### config.mk
export PLATFORM = sky130hd
export DESIGN_NAME = inst_sram_if
export DESIGN_NICKNAME = d
export VERILOG_FILES = /design/src/rtl/inst_sram_if.sv
export SDC_FILE = /design/constraint.sdc
export NUM_CORES = 1
export LEC_CHECK = 0
export ABC_CLOCK_PERIOD_IN_PS = 1900
export CAP_MARGIN = 20
export CORE_UTILIZATION = 30
export DETAILED_ROUTE_END_ITERATION = 6
export HOLD_SLACK_MARGIN = 0.08
export PLACE_DENSITY = 0.72
export RECOVER_POWER = 50
export SKIP_CTS_REPAIR_TIMING = 1
export SLEW_MARGIN = 40
export SYNTH_ARGS = -nofsm -noshare
export SYNTH_HDL_FRONTEND = slang
export SYNTH_SLANG_ARGS = --single-unit
export TNS_END_PERCENT = 5
### constraint.sdc
create_clock -name clk -period 1.9 [get_ports clk]
set_input_delay 0.38 -clock clk [delete_from_list [all_inputs] [get_ports clk]]
set_output_delay 0.38 -clock clk [all_outputs]
set_load 0.05 [all_outputs]
### src/rtl/inst_sram_if.sv
// inst_sram_if: fixed-latency instruction SRAM responder for the naive-mips fetch stage.
// Define INST_BUF_EN to add a one-entry tagged instruction buffer that replays repeated fetches.
module inst_sram_if #(
  parameter int unsigned WAIT_CYCLES = 2
) (
  input  logic        clk,
  input  logic        rst,
  input  logic [31:0] pc_i,
  input  logic        ce_i,
  input  logic        flush_i,
  output logic [31:0] inst_o,
  output logic        inst_valid_o,
  output logic        stall_req_o,
  output logic        sram_en_o,
  output logic [31:0] sram_addr_o,
  input  logic [31:0] sram_rdata_i
);

  localparam int unsigned CNT_W  = 3;
  localparam int unsigned ADDR_W = 32;
  localparam int unsigned DATA_W = 32;
  localparam logic [CNT_W-1:0]  CNT_LAST  = CNT_W'(WAIT_CYCLES);
  localparam logic [ADDR_W-1:0] PHYS_MASK = 32'h1FFF_FFFF;

  typedef enum logic [1:0] {
    IDLE   = 2'd0,
    ACCESS = 2'd1,
    DONE   = 2'd2
  } state_e;

  state_e              state_q, state_d;
  logic [CNT_W-1:0]    cnt_q, cnt_d;
  logic [ADDR_W-1:0]   addr_q, addr_d;
  logic [DATA_W-1:0]   inst_q, inst_d;
  logic                buf_hit;
  logic [DATA_W-1:0]   buf_word;

  // Fetch sequencing: IDLE -> ACCESS (WAIT_CYCLES+1 cycles) -> DONE, or IDLE -> DONE on a buffer hit.
  always_comb begin
    state_d = state_q;
    cnt_d   = cnt_q;
    addr_d  = addr_q;
    inst_d  = inst_q;
    unique case (state_q)
      IDLE: begin
        if (ce_i && !flush_i) begin
          if (buf_hit) begin
            inst_d  = buf_word;
            state_d = DONE;
          end else begin
            addr_d  = pc_i;
            cnt_d   = '0;
            state_d = ACCESS;
          end
        end
      end
      ACCESS: begin
        if (flush_i || !ce_i) begin
          state_d = IDLE;
        end else if (cnt_q == CNT_LAST) begin
          inst_d  = sram_rdata_i;
          state_d = DONE;
        end else begin
          cnt_d = CNT_W'(cnt_q + 1'b1);
        end
      end
      DONE:    state_d = IDLE;
      default: state_d = IDLE;
    endcase
  end

  always_ff @(posedge clk) begin
    if (rst) begin
      state_q <= IDLE;
      cnt_q   <= '0;
      addr_q  <= '0;
      inst_q  <= '0;
    end else begin
      state_q <= state_d;
      cnt_q   <= cnt_d;
      addr_q  <= addr_d;
      inst_q  <= inst_d;
    end
  end

`ifdef INST_BUF_EN
  logic              buf_vld_q, buf_vld_d;
  logic [ADDR_W-1:0] buf_tag_q, buf_tag_d;
  logic [DATA_W-1:0] buf_data_q, buf_data_d;

  // Refill on every completed access; any aborted access invalidates the entry.
  always_comb begin
    buf_vld_d  = buf_vld_q;
    buf_tag_d  = buf_tag_q;
    buf_data_d = buf_data_q;
    if (state_q == ACCESS) begin
      if (flush_i || !ce_i) begin
        buf_vld_d = 1'b0;
      end else if (cnt_q == CNT_LAST) begin
        buf_vld_d  = 1'b1;
        buf_tag_d  = addr_q;
        buf_data_d = sram_rdata_i;
      end
    end
  end

  always_ff @(posedge clk) begin
    if (rst) begin
      buf_vld_q  <= 1'b0;
      buf_tag_q  <= '0;
      buf_data_q <= '0;
    end else begin
      buf_vld_q  <= buf_vld_d;
      buf_tag_q  <= buf_tag_d;
      buf_data_q <= buf_data_d;
    end
  end

  assign buf_hit  = buf_vld_q && (pc_i == buf_tag_q);
  assign buf_word = buf_data_q;
`else
  assign buf_hit  = 1'b0;
  assign buf_word = '0;
`endif

  // Stall is held low under reset and flush so the PC register can reload freely.
  assign sram_en_o    = (state_q == ACCESS);
  assign sram_addr_o  = sram_en_o ? (addr_q & PHYS_MASK) : '0;
  assign stall_req_o  = !rst && !flush_i &&
                        (((state_q == IDLE) && ce_i) || (state_q == ACCESS));
  assign inst_valid_o = (state_q == DONE) && !flush_i;
  assign inst_o       = inst_q;

endmodule
* Word-level counts from Yosys, hierarchy flattened
Index checks and enable logic that the tools add are counted.
** Operators by class
- $add $sub $neg :: 1
- Equal/unequal tests :: 7
- Mux-type cells :: 9
- Bitwise operators :: 1
- Reductions and logical operators :: 16
** Operator list (number)
- $mux 29 :: 1
- $mux 3 :: 3
- $mux 2 :: 3
- $ne 2x2->1 const B :: 3
- $pmux 3 s2 :: 1
- $logic_and 1x1->1 :: 5
- $pmux 2 s2 :: 1
- $reduce_and 2->1 :: 2
- $reduce_and 4->1 :: 1
- $add 3x1->3 const B :: 1
- $eq 3x2->1 const B :: 1
- $logic_not 1->1 :: 3
- $ne 3x1->1 const B :: 1
- $reduce_and 3->1 :: 1
- $eq 2x1->1 const B :: 1
- $eq 2x2->1 const B :: 1
- $logic_not 2->1 :: 1
- $logic_or 1x1->1 :: 2
- $reduce_bool 2->1 :: 1
- $not 1->1 :: 1
** Storage, ports and cells
- Register bits after elaboration :: 66
- Input port bits :: 68
- Word-level logic and storage cells :: 38

* Logic depth before layout (Yosys ltp)
Gate-level depths: netlist of the first run.
- Word-level depth :: 4
- Gate-level depth with buffers :: 7
- Mapped depth without buffers :: 5

* Least setup slack after synthesis of the first run
OpenSTA, ideal clock, no wires.
- Path kind :: input-to-output
- Start :: input port rst
- End :: output port stall_req_o
- Data arrival time :: 2.073 ns
- Data required time :: 1.520 ns
- Setup slack :: -0.553 ns
- Stages on the path :: 2
- Cells stage by stage :: clkbuf_1 nor4_1
** Between the ends
- Longest elaborated chain between the ends :: 3
** Ends and longest elaborated chain
- start, declared :: RTL line 7 : input logic rst,
- $logic_not 1->1 :: RTL line 129 : assign stall_req_o = !rst && !flush_i &&
- $logic_and 1x1->1 (2 in a row) :: RTL line 129
- end, declared :: RTL line 13 : output logic stall_req_o,
Every way passes these cells.

* Worst setup path in the final report of the first run
- Start :: register inst_q[1] (netlist: inst_o[1])
- End :: output port inst_o[1]
** RTL lines
- start, declared :: RTL line 34 : logic [DATA_W-1:0] inst_q, inst_d;
- start signal, assigned :: RTL line 82 : inst_q <= inst_d;
- end, declared :: RTL line 11 : output logic [31:0] inst_o,
No word-level cell between the ends.

==> run metrics, run 1 <==
share of the synthesized area in the top cell type 0.4882; max layer used met4; CP arrival 1.48 ns; Routability Congestion 0.6851; switch share 0.2253; crit-path cells clkdlybuf4s50_1; Fin. Hold Viols 0; H-tree depth 3; RR Startpoint cnt_q[0]$_SDFFE_PP0P_; dominant synthesized flop cell dfxtp_1; normalized max-slew margin 0.5311; WL met1 approximately 3300 µm; starting density of the core 0.3103; initial antenna violation count 0; Hold Path Class register to register; TritonCTS Buffers 9; status finished, final reports clean; die area roughly 0.0094 mm²; post-detail-place hpwl between 4000 and 5000 µm; vias in the first global route 2652; WS Path Type register to output port; first-pass detailed-route iteration total 4; insertion delay to the later sink of the worst-skew pair about 0.33 ns; Yosys reg bits 66; placed insts 560; Top delay family on crit path buffers and inverters; area delta synth->final 71.29%; die width 96.98 µm; async set or reset register ratio after synthesis 0; Core Rows 34; synth top area cells dfxtp_1 49%, a21oi_1 12%, nand2_1 8.2%; final WL 7456 µm; Clk pin slew, worst setup/hold paths 0.07 ns; global-route wire length before repair between 10000 and 15000 µm; internal power approximately 2.4 mW; Worst Reg-to-Reg Cells 6; CTS tree built; Worst Min Path Start addr_q[9]$_SDFFE_PP0P_; layout cells sized above 1 0.1429; clk sink count 66; Flop pwr share 0.465; # nets final approximately 530; Pins Over Slew Limit 0; synth unique cells 29; Worst EP required 1.52 ns; clock root buffer clkbuf_8; Core Box Area 0.008721 mm²; Mean Syn Cell Area 7.936 µm²; n_diodes 0; DR WL/cell around 13 µm; Final ANT Viol Nets 0; achievable frequency 0.5383 GHz; PwrDens 660.7 mW/mm²; Clock power frac 0.419; DRT iter0 DRCs ~100; WHS Path Cells 2; element type at the critical path end output port; CP max stage delay 0.81 ns; Vias per Instance 4.813; Mapped Cells ~340; Post-route DRC 0; met2 WL roughly 3600 µm; skew final 0.005481 ns; Ports between 100 and 150; WL met3 just under 500 µm; GRT Overall Usage 0.1593; Design Area, Final 0.004636 mm²; worst vdd ir 0.0003272 V; leak pwr 1.643 nW; via count about 2800; crit share post-route 0.9777; r2r setup slk a little over 0.3 ns; measured slew at the worst slew-check pin 0.7033 ns; Crit-path slowest cell clkdlybuf4s50_1; IO Port Bufs 128; post-layout minimum cycle time about 1.9 ns; Reg2Reg Capture Point inst_o[5]$_SDFFE_PP0P_; Longest Clk Path Bufs 2; Non-Filler Instances 577; largest net degree at the start of global routing 68; Fill cells approximately 820; RSZ-0062 raised after global routing false; hold path endpoint addr_q[9]$_SDFFE_PP0P_; Comb pwr share 0.115; CP Buf/Inv Count 1; post-synthesis cell area 0.002706 mm²; maxcap violations 0; Die H roughly 97 µm; Final Setup Violations 0; crit path launch type register; Post-Place Cell Area 0.004486 mm²; CP Max Fanout 2; hold slack 0.4494 ns; NetSw 0.6900 mW; YS warnings 0; sequential element share of the synthesized area 0.4882; EDFF count, synth 0; grt total ovfl 0; Synth area leader dfxtp_1
[worst register-to-register path, cell delays in order (launching register included)]
cell and delay (ns):
dfxtp_1 0.33, inv_1 0.06, ha_1 0.19, and3b_1 0.47
buf_12 0.23, nand3_1 0.10, a21oi_1 0.13
[registers in the layout, indices dropped and copies added (netlist names)]
signal / cells
cnt_q: 3
addr_q: 29
inst_o: 32
state_q: 2
[through the flow]
stage / power [mW] / TNS [ns] / utilization / setup WS (ns)
floorplan: 1.603 / -2.877 / - / -0.3119
global placement: 1.814 / -0.5876 / 0.5143 / -0.01900
detailed placement: 1.818 / -1.575 / 0.5143 / -0.06322
CTS: 3.132 / -4.415 / 0.5395 / -0.1700
global route: 3.209 / 0 / 0.5316 / 0.0002740
finish: 3.063 / 0 / 0.5316 / 0.04233
[logic make-up (layout without fill, tap and decap cells)]
logic type | count (synthesis) | in the layout | synth area share
simple gates | 136 | 136 | 0.2506
compound gates | 100 | 100 | 0.1877
flops | 66 | 66 | 0.4882
buf+inv | 36 | 162 | 0.06287
fa+ha+maj | 2 | 2 | 0.009245
other cells | 1 | 3 | 0.001386
[cell usage in the layout (no fill, tap or decap), types with 2 or more instances in the layout]
| cell type | n |
|---|---|
| bufinv_16 | 2 |
| ha_1 | 2 |
| clkbuf_1 | 12 |
| buf_4 | 7 |
| buf_12 | 36 |
| clkinv_2 | 2 |
| clkbuf_8 | 10 |
| and2_1 | 29 |
| a21oi_1 | 64 |
| dfxtp_2 | 2 |
| inv_1 | 3 |
| dfxtp_1 | 64 |
| clkbuf_4 | 2 |
| nand2_1 | 59 |
| nand3b_1 | 2 |
| o21ai_0 | 31 |
| nand3_1 | 32 |
| conb_1 | 3 |
| o21ai_1 | 3 |
| clkdlybuf4s50_1 | 86 |
| nor2_1 | 3 |
[Yosys cell counts (2+ instances only)]
cell type / instances
and2_1: 29
ha_1: 2
inv_1: 3
o21ai_0: 30
dfxtp_1: 66
nand3_1: 32
buf_4: 4
a21oi_1: 64
o21ai_1: 4
nand2_1: 59
clkbuf_1: 18
buf_2: 10
nand3b_1: 2
nor2_1: 3
[routing by layer]
metal | global-route usage | vias up
li1 | - | 1391
met1 | 0.1971 | 1286
met2 | 0.2622 | 90
met3 | 0.04624 | 10
met4 | 0.05741 | 0
met5 | 0 | -
[how the worst max path moves through the flow]
| stage | endpoint | startpoint | depth (start not counted) | slack (ns) |
|---|---|---|---|---|
| finish | inst_o[1] | inst_o[1]$_SDFFE_PP0P_ | 1 | 0.04 |
| floorplan | sram_addr_o[12] | state_q[0]$_SDFFE_PP0P_ | 3 | -0.31 |
| detailed placement | inst_o[17]$_SDFFE_PP0P_ | ce_i | 5 | -0.06 |
| global route | inst_o[12] | inst_o[12]$_SDFFE_PP0P_ | 1 | 0.0003 |
| global placement | addr_q[21]$_SDFFE_PP0P_ | flush_i | 5 | -0.02 |
| CTS | sram_addr_o[19] | state_q[0]$_SDFFE_PP0P_ | 4 | -0.17 |
[layout make-up]
type                       count  area [µm²]  share of cell area
clock inverter                 5       77.57             0.01673
clock buffer                  11       141.4             0.03050
inverter                       3       11.26            0.002429
timing repair buffer         143        1695              0.3657
multi-input combinational    241        1251              0.2699
sequential                    66        1324              0.2856
tap                          108       135.1             0.02915
[power groups by stage]
stage	Sequential, mW	Clock [mW]	Combinational, mW
detailed placement	1.46	0	0.361
global route	1.43	1.40	0.382
global placement	1.46	0	0.358
finish	1.42	1.28	0.353
CTS	1.42	1.35	0.363
floorplan	1.45	0	0.150
Power figures use the tool's default switching activity.
==> run 2: changes to the inputs <==
--- a/config.mk
+++ b/config.mk
@@ -5,12 +5,13 @@
 export SDC_FILE = /design/constraint.sdc
 export NUM_CORES = 1
 export LEC_CHECK = 0
-export ABC_CLOCK_PERIOD_IN_PS = 1900
+export ABC_CLOCK_PERIOD_IN_PS = 1800
 export CAP_MARGIN = 20
 export CORE_UTILIZATION = 30
 export DETAILED_ROUTE_END_ITERATION = 6
+export DONT_BUFFER_PORTS = 1
 export HOLD_SLACK_MARGIN = 0.08
-export PLACE_DENSITY = 0.72
+export PLACE_DENSITY = 0.53
 export RECOVER_POWER = 50
 export SKIP_CTS_REPAIR_TIMING = 1
 export SLEW_MARGIN = 40
==> constraint.sdc (replaced) <==
create_clock -name clk -period 1.8 [get_ports clk]
set_input_delay 0.36 -clock clk [delete_from_list [all_inputs] [get_ports clk]]
set_output_delay 0.36 -clock clk [all_outputs]
set_load 0.05 [all_outputs]
==> run 2 against run 1 <==
  * Final cell count decreased by 18%
  * Flip-flop and latch count unchanged
  * Die area unchanged
  * Register-to-register slack got worse by 0.09 ns
  * Clock skew decreased by 0.00094 ns
  * Global-route usage decreased by 2.2 points
==> run metrics, run 2 (synthesis gave the netlist of run 1 again) <==
status finished, final reports clean; CP arrival 1.41 ns; die width between 90 and 100 µm; insertion delay to the later sink of the worst-skew pair about 0.32 ns; Stages on worst setup path 4; Crit path top cell by count buf_12; Routability Congestion 0.6718; r2r setup slk 0.22 ns; grt total ovfl 0; TritonCTS Buffers 9; Post-route DRC 0; Ports about 140; DRT iter0 DRCs 90; first-pass detailed-route iteration total 4; Core Rows 34; WS Path Type register to output port; Crit-path slowest cell dfxtp_4; GRT Overall Usage 0.1371; RSZ-0062 raised after global routing true; layout cells sized above 1 0.1694; via count 2349; area delta synth->final 34.63%; IO Port Bufs 0; Worst EP required 1.44 ns; Vias per Instance 4.956; CP max stage delay 0.39 ns; total power 2.966 mW; Longest Clk Path Bufs 2; achievable frequency 0.5657 GHz; DR WL/cell about 14 µm; skew final 0.004542 ns; Final Util 0.4178; worst vdd ir 0.0003911 V; Post-Place Cell Area 0.003417 mm²; post-detail-place hpwl 4250 µm; post-layout minimum cycle time 1.768 ns; number of flip-flops in the largest register 32; crit share post-route 0.9821; Fin. Hold Viols 0; normalized max-slew margin 0.4603; measured slew at the worst slew-check pin 0.8069 ns; final WL 6508 µm; CTS tree built; clock root buffer clkbuf_8; Top delay family on crit path flip-flops; largest net degree at the start of global routing 69; WHS Path Cells 1; H-tree depth 3; CP Buf/Inv Count 2; Hold Path Class primary input to register; PwrDens ~810 mW/mm²; Final Setup Violations 0; Worst Reg-to-Reg Cells 6; crit-path cells nor2b_4 -> buf_12 -> and2_1 -> buf_12; starting density of the core 0.3103; initial antenna violation count 0; crit path launch type register; Die H 96.98 µm; CP Max Fanout 30; die area roughly 0.0094 mm²; most frequent cells in the layout 64 x a21oi_1, 64 x dfxtp_1, 59 x nand2_1; # nets final 432; Core Box Area 0.008721 mm²; vias in the first global route 2201; clk sink count 66; leak pwr 1.271 nW; Final ANT Viol Nets 0; Pins Over Slew Limit 0; Design Area, Final 0.003643 mm²; TNS Setup 0 ns; maxcap violations 0; Clk pin slew, worst setup/hold paths 0.07 ns; n_diodes 0; element type at the critical path end output port; global-route wire length before repair around 11000 µm
[run 2: layer usage]
layer  part of all wire  global-route usage  wire [µm]
met1               0.44              0.1665       2870
met2               0.45              0.2226       2958
met3              0.090             0.04552        585
met4              0.014             0.05511         94
met5                  0                   0          0
[run 2: worst paths after layout]
path / startpoint / to
worst max-delay path: state_q[0]$_SDFFE_PP0P_ / sram_addr_o[4]
worst min-delay path: rst / addr_q[8]$_SDFFE_PP0P_
worst max register to register: cnt_q[0]$_SDFFE_PP0P_ / inst_o[6]$_SDFFE_PP0P_
worst min register to register: addr_q[24]$_SDFFE_PP0P_ / addr_q[24]$_SDFFE_PP0P_
[run 2: stage by stage]
stage / setup slack [ns] / hold WS [ns] / instances
final: 0.03219 / 0.1048 / 474
after global routing: -0.03839 / 0.08426 / 474
after CTS: -0.1812 / 0.07349 / 473
after detailed placement: 0.2001 / 0.4370 / 458
after global placement: 0.2169 / 0.4314 / 458
after floorplan: -0.1470 / 0.4317 / 343
[run 2: cell type report]
type,count,area (µm²)
Clock buffer,13,168.9
Multi-Input combinational cell,241,1256
Sequential cell,66,1326
Fill cell,852,5077
Inverter,3,11.26
Timing Repair Buffer,41,710.7
Clock inverter,2,35.03
Tap cell,108,135.1
[run 2: report_power, final]
| part | total (mW) | switching (mW) | internal (mW) |
|---|---|---|---|
| logic | 0.199 | 0.128 | 0.0713 |
| registers | 1.50 | 0.0137 | 1.49 |
| clock network | 1.26 | 0.518 | 0.745 |
